$ cat config.mk
export PLATFORM = sky130hd
export DESIGN_NAME = regfile_param
export DESIGN_NICKNAME = d
export VERILOG_FILES = /design/src/rtl/regfile_pkg.sv /design/src/rtl/regfile_scoreboard.sv /design/src/rtl/regfile_param.sv
export SDC_FILE = /design/constraint.sdc
export NUM_CORES = 2
export LEC_CHECK = 0
export ABC_AREA = 1
export CAP_MARGIN = 0
export CORE_MARGIN = 2
export CORE_UTILIZATION = 45
export DETAILED_ROUTE_END_ITERATION = 8
export SLEW_MARGIN = 20
export SYNTH_ARGS = -nofsm -noshare
export SYNTH_HDL_FRONTEND = slang
export SYNTH_HIERARCHICAL = 1
export SYNTH_SLANG_ARGS = --single-unit
$ cat constraint.sdc
create_clock -name clk -period 68.2 [get_ports clk]
set_input_delay 6.82 -clock clk [delete_from_list [all_inputs] [get_ports clk]]
set_output_delay 6.82 -clock clk [all_outputs]
set_load 0.05 [all_outputs]
$ cat src/rtl/regfile_pkg.sv
// Shared defaults and constants for the parametrised register file.
// Width helpers live here so the top and the scoreboard derive ADDR_W identically.
package regfile_pkg;

  localparam int unsigned DEF_DATA_W   = 32;
  localparam int unsigned DEF_NUM_REGS = 32;
  localparam int unsigned ZERO_REG     = 0;

  // Address width for a register count; a single bit minimum keeps ports legal.
  function automatic int unsigned addr_w(input int unsigned num_regs);
    return (num_regs <= 2) ? 1 : $clog2(num_regs);
  endfunction

endpackage

$ cat src/rtl/regfile_scoreboard.sv
// Pending-write scoreboard: one bit per register, set by an issuing producer,
// cleared by the write-back, with two combinational lookup ports.
module regfile_scoreboard
  import regfile_pkg::*;
#(
  parameter int unsigned NUM_REGS = DEF_NUM_REGS,
  parameter int unsigned ADDR_W   = addr_w(NUM_REGS)
) (
  input  logic              clk,
  input  logic              rst,
  input  logic              set_i,
  input  logic [ADDR_W-1:0] set_addr_i,
  input  logic              clr_i,
  input  logic [ADDR_W-1:0] clr_addr_i,
  input  logic [ADDR_W-1:0] addr_a_i,
  input  logic [ADDR_W-1:0] addr_b_i,
  output logic              pend_a_c,
  output logic              pend_b_c
);

  logic [NUM_REGS-1:0] pend_q;
  logic [NUM_REGS-1:0] pend_d;

  // Clear first, then set, so a newly issued producer wins over a retiring one.
  always_comb begin
    pend_d = pend_q;
    if (clr_i && (clr_addr_i != ADDR_W'(ZERO_REG))) begin
      pend_d[clr_addr_i] = 1'b0;
    end
    if (set_i && (set_addr_i != ADDR_W'(ZERO_REG))) begin
      pend_d[set_addr_i] = 1'b1;
    end
    pend_d[ZERO_REG] = 1'b0;
  end

  always_ff @(posedge clk or posedge rst) begin
    if (rst) begin
      pend_q <= '0;
    end else begin
      pend_q <= pend_d;
    end
  end

  assign pend_a_c = pend_q[addr_a_i];
  assign pend_b_c = pend_q[addr_b_i];

endmodule

$ cat src/rtl/regfile_param.sv
// Parametrised register file: r0 hardwired to zero, two strobed registered read
// ports, one write port and a pending-write scoreboard. REGFILE_BYPASS_EN enables
// same-edge write-to-read forwarding.
module regfile_param
  import regfile_pkg::*;
#(
  parameter int unsigned DATA_W   = DEF_DATA_W,
  parameter int unsigned NUM_REGS = DEF_NUM_REGS,
  parameter int unsigned ADDR_W   = addr_w(NUM_REGS)
) (
  input  logic              clk,
  input  logic              rst,
  input  logic [ADDR_W-1:0] rs,
  input  logic [ADDR_W-1:0] rt,
  input  logic [ADDR_W-1:0] rd,
  input  logic              wr_en,
  input  logic [DATA_W-1:0] i_data,
  input  logic              rd_en,
  input  logic              sb_set,
  input  logic [ADDR_W-1:0] sb_addr,
  output logic [DATA_W-1:0] out_data_a,
  output logic [DATA_W-1:0] out_data_b,
  output logic              out_valid,
  output logic              busy_a,
  output logic              busy_b
);

  logic [DATA_W-1:0] regs_q [NUM_REGS];
  logic              wr_hit_c;
  logic              pend_a_c;
  logic              pend_b_c;
  logic [DATA_W-1:0] data_a_d;
  logic [DATA_W-1:0] data_b_d;
  logic              busy_a_d;
  logic              busy_b_d;
  logic [DATA_W-1:0] data_a_q;
  logic [DATA_W-1:0] data_b_q;
  logic              busy_a_q;
  logic              busy_b_q;
  logic              valid_q;

  assign wr_hit_c = wr_en && (rd != ADDR_W'(ZERO_REG));

  // Storage array; r0 is never written so it stays at its reset value of zero.
  always_ff @(posedge clk or posedge rst) begin
    if (rst) begin
      for (int i = 0; i < NUM_REGS; i++) begin
        regs_q[i] <= '0;
      end
    end else if (wr_hit_c) begin
      regs_q[rd] <= i_data;
    end
  end

  regfile_scoreboard #(
    .NUM_REGS (NUM_REGS),
    .ADDR_W   (ADDR_W)
  ) u_scoreboard (
    .clk        (clk),
    .rst        (rst),
    .set_i      (sb_set),
    .set_addr_i (sb_addr),
    .clr_i      (wr_hit_c),
    .clr_addr_i (rd),
    .addr_a_i   (rs),
    .addr_b_i   (rt),
    .pend_a_c   (pend_a_c),
    .pend_b_c   (pend_b_c)
  );

  // Read-port mux, optionally overriding with the write landing on this same edge.
  always_comb begin
    data_a_d = (rs == ADDR_W'(ZERO_REG)) ? '0 : regs_q[rs];
    data_b_d = (rt == ADDR_W'(ZERO_REG)) ? '0 : regs_q[rt];
    busy_a_d = pend_a_c;
    busy_b_d = pend_b_c;
`ifdef REGFILE_BYPASS_EN
    if (wr_hit_c && (rd == rs)) begin
      data_a_d = i_data;
      busy_a_d = sb_set && (sb_addr == rs);
    end
    if (wr_hit_c && (rd == rt)) begin
      data_b_d = i_data;
      busy_b_d = sb_set && (sb_addr == rt);
    end
`else
    // Same-edge reads see old state; control spaces dependent reads by a cycle.
`endif
  end

  always_ff @(posedge clk or posedge rst) begin
    if (rst) begin
      data_a_q <= '0;
      data_b_q <= '0;
      busy_a_q <= 1'b0;
      busy_b_q <= 1'b0;
      valid_q  <= 1'b0;
    end else begin
      valid_q <= rd_en;
      if (rd_en) begin
        data_a_q <= data_a_d;
        data_b_q <= data_b_d;
        busy_a_q <= busy_a_d;
        busy_b_q <= busy_b_d;
      end
    end
  end

  assign out_data_a = data_a_q;
  assign out_data_b = data_b_q;
  assign busy_a     = busy_a_q;
  assign busy_b     = busy_b_q;
  assign out_valid  = valid_q;

endmodule

==> results.md <==
- Final WL: 255 mm
- Layout Nets: 8,698
- GRT Util Overall: 35.9%
- Crit. Startpoint: rst
- Lkg Pwr: 32.7 nW
- Via density: 5.84
- Maximum fanout along the worst path: 105
- Kind of critical path: in -> async
- Setup_tns: 0 ns
- CTS tree: done
- EDFF count, synth: 0
- Postcts setup bufs: 0
- Worst-Margin Slew: 1.24 ns
- Met1 Routed Length: 102 mm
- R2R depth: 10
- Chip height: 374 um
- # clock sinks: 1,122
- Highest Clock Rate: 0.0947 GHz
- ANT nets after route: 0
- Initial antenna violation count: 11
- # rows: 135
- Final hold violation count: 0
- RD Place Congestion: 0.858
- Netlist cell types: 33
- Initial Util: 45.4%
- Synthesized cell area: 61,600 um^2
- Max clock buf depth: 3
- CTS clk-pin slew, worst paths: 0.06 ns
- Critical Path RT: 68.97 ns
- H-tree depth: 4
- Yosys reg bits: 1,122
- Post-CTS Hold Fix Bufs: 0
- Register area share after synthesis: 45.6%
- Detailed Place HPWL: 131 mm
- Top Layer Used: met5
- Synth Area per Inst: 6.83 um^2
- Ranking of synthesized cells by area: dfrtp_1 46%, nand2_1 22%, o21ai_0 9.2%, nand3_1 8.6%, nor2_1 3.3%
- Main synth FF type: dfrtp_1
- Final worst-path cycle share: 15.5%
- DR vias: 61,500
- Core Area: 136,000 um^2
- Yosys top cell area share: 45.6%
- Total Die Area: 140,000 um^2
- Final Setup Violations: 0
- Post-CTS sizing: 0
- Skew-Pair Late Insertion Delay: 0.79 ns
- Mapped Cells: 9,013
- Synth-to-layout area growth: 9.96%
- CTS Buf Count: 134
- I/O pins: 124
- Reg2reg start: regs_q[740]
- Crit end category: asynchronous set/reset pin
- Hold Crit Class: reg -> reg
- Share of flip-flops with an asynchronous set or reset: 100%
- GRT overflow: 0
- Port Buffers: 123
- Fin cells: 10,500
- Hold path depth: 0
- Critical Path Start Type: input pin
- Worst Hold Launch: regs_q[1016]
- Crit path DAT: 11.33 ns
- 1st-iter DRT viols: 8,703
- Yosys warnings: 6
- Count leader, synth: nand2_1
- Status: completed
- Peak VDD IR: 0.0000250 V
- Vias in the first global route: 56,600
- RSZ-0062 raised after global routing: false
- First-pass GRT wire length: 377 mm
- Post-DR wirelength/cell: 24.2 um
- Top cells by count, synth: 3,690 x nand2_1, 1,135 x o21ai_0, 1,122 x dfrtp_1
- Total iterations of the first detailed-routing run: 6
- Max_cap viols: 0
- Final clock skew: 0.0227 ns
- DRC violations left: 0
- Worst slew margin: 17.3%
- Die width: 374 um
- Met3 WL: 26.2 mm
- Slew Limit Fails: 0
- Power per cell area: 30.0 nW/um^2
- Layout cells sized above 1: 4.76%
- CTS root buffer: clkbuf_16
- Met2 WL: 112 mm
- Largest net degree at the start of global routing: 173
- Minimum clock period after layout: 10.56 ns
- Post-synth top area cell: dfrtp_1
- Inst Count DP: 10,300
- Syn Nets: 9,070
-- cells by family (layout without fill, tap and decap cells) --
family                 after synthesis  in the layout  synth area share (%)
DFF                               1122           1122                  45.6
buffers and inverters             1056            786                  6.86
and+or+nand+nor                   5342           5342                  35.2
other                                0              4                     0
AOI/OAI and AO/OA                 1493           1493                  12.4
-- path summary, 6_finish.rpt --
| check | end | slack, ns |
|---|---|---|
| min reg2reg | regs_q[1016] | 0.40 |
| max in group clk | out_data_b[27] | 58.16 |
| max reg2reg | out_data_b[4] | 66.50 |
| min in group asynchronous | out_data_b[31] | 6.60 |
| min | regs_q[1016] | 0.40 |
| max | out_data_a[27] | 57.64 |
-- registers in the layout, summed over array words and instances, names as in the netlist --
signal               cells
out_valid                1
regs_q                1024
busy_a                   1
out_data_b              32
out_data_a              32
u_scoreboard/pend_q     31
busy_b                   1
-- worst max-delay path: stages --
cell and delay, ns:
clkdlybuf4s50_1 0.53, inv_8 0.52, buf_4 0.67, buf_4 0.90, buf_4 0.80, buf_4 0.79
-- through the flow --
step / total power, W / hold WS, ns / instance area (um^2) / util, % / setup slack [ns]
floorplan: 0.00116 / 0.450 / 61600 / - / 30.66
global placement: 0.00127 / 0.386 / 63100 / 46.5 / 56.72
detailed placement: 0.00128 / 0.390 / 63100 / 46.5 / 56.69
CTS: 0.00203 / 0.402 / 67700 / 49.9 / 57.53
global route: 0.00213 / 0.405 / 67700 / 49.9 / 57.06
finish: 0.00203 / 0.401 / 67700 / 49.9 / 57.64
-- area by class of cell --
type | instances | area [um^2]
clock inverter | 46 | 566
tap | 1781 | 2230
timing repair buffer | 217 | 2070
sequential | 1122 | 28100
multi-input combinational | 6835 | 29500
inverter | 331 | 1310
clock buffer | 192 | 3990
antenna | 4 | 10.0
fill | 13600 | 67900
-- routing by layer --
layer	global-route usage, %	vias up
met1	48.0	29200
met4	18.1	10
met3	6.95	706
met2	55.5	3452
li1	-	28100
met5	0	-
-- cells in the final DEF, fill, tap and decap left out, types with 3 or more instances in the layout --
cell type,count
a21oi_1,251
and3_1,9
buf_12,10
buf_4,86
buf_8,4
bufinv_16,11
clkbuf_1,22
clkbuf_16,139
clkbuf_8,31
clkdlybuf4s50_1,113
clkinv_2,26
dfrtp_1,1122
diode_2,4
inv_1,299
inv_2,19
inv_6,12
inv_8,4
nand2_1,3681
nand2_4,28
nand3_1,1054
nand3_2,3
nand4_1,3
nor2_1,541
nor2_2,4
nor2_4,7
nor3_4,7
o211ai_1,24
o21ai_0,1135
o21ai_1,66
o31ai_1,6
o31ai_2,10
-- power by group --
group / switching (W) / total (W) / internal, W
Sequential: 0.0000976 / 0.000888 / 0.000790
Combinational: 0.000259 / 0.000392 / 0.000133
Clock: 0.000303 / 0.000751 / 0.000448
Total: 0.000659 / 0.00203 / 0.00137
No activity file was read; power rests on OpenSTA's default activity.
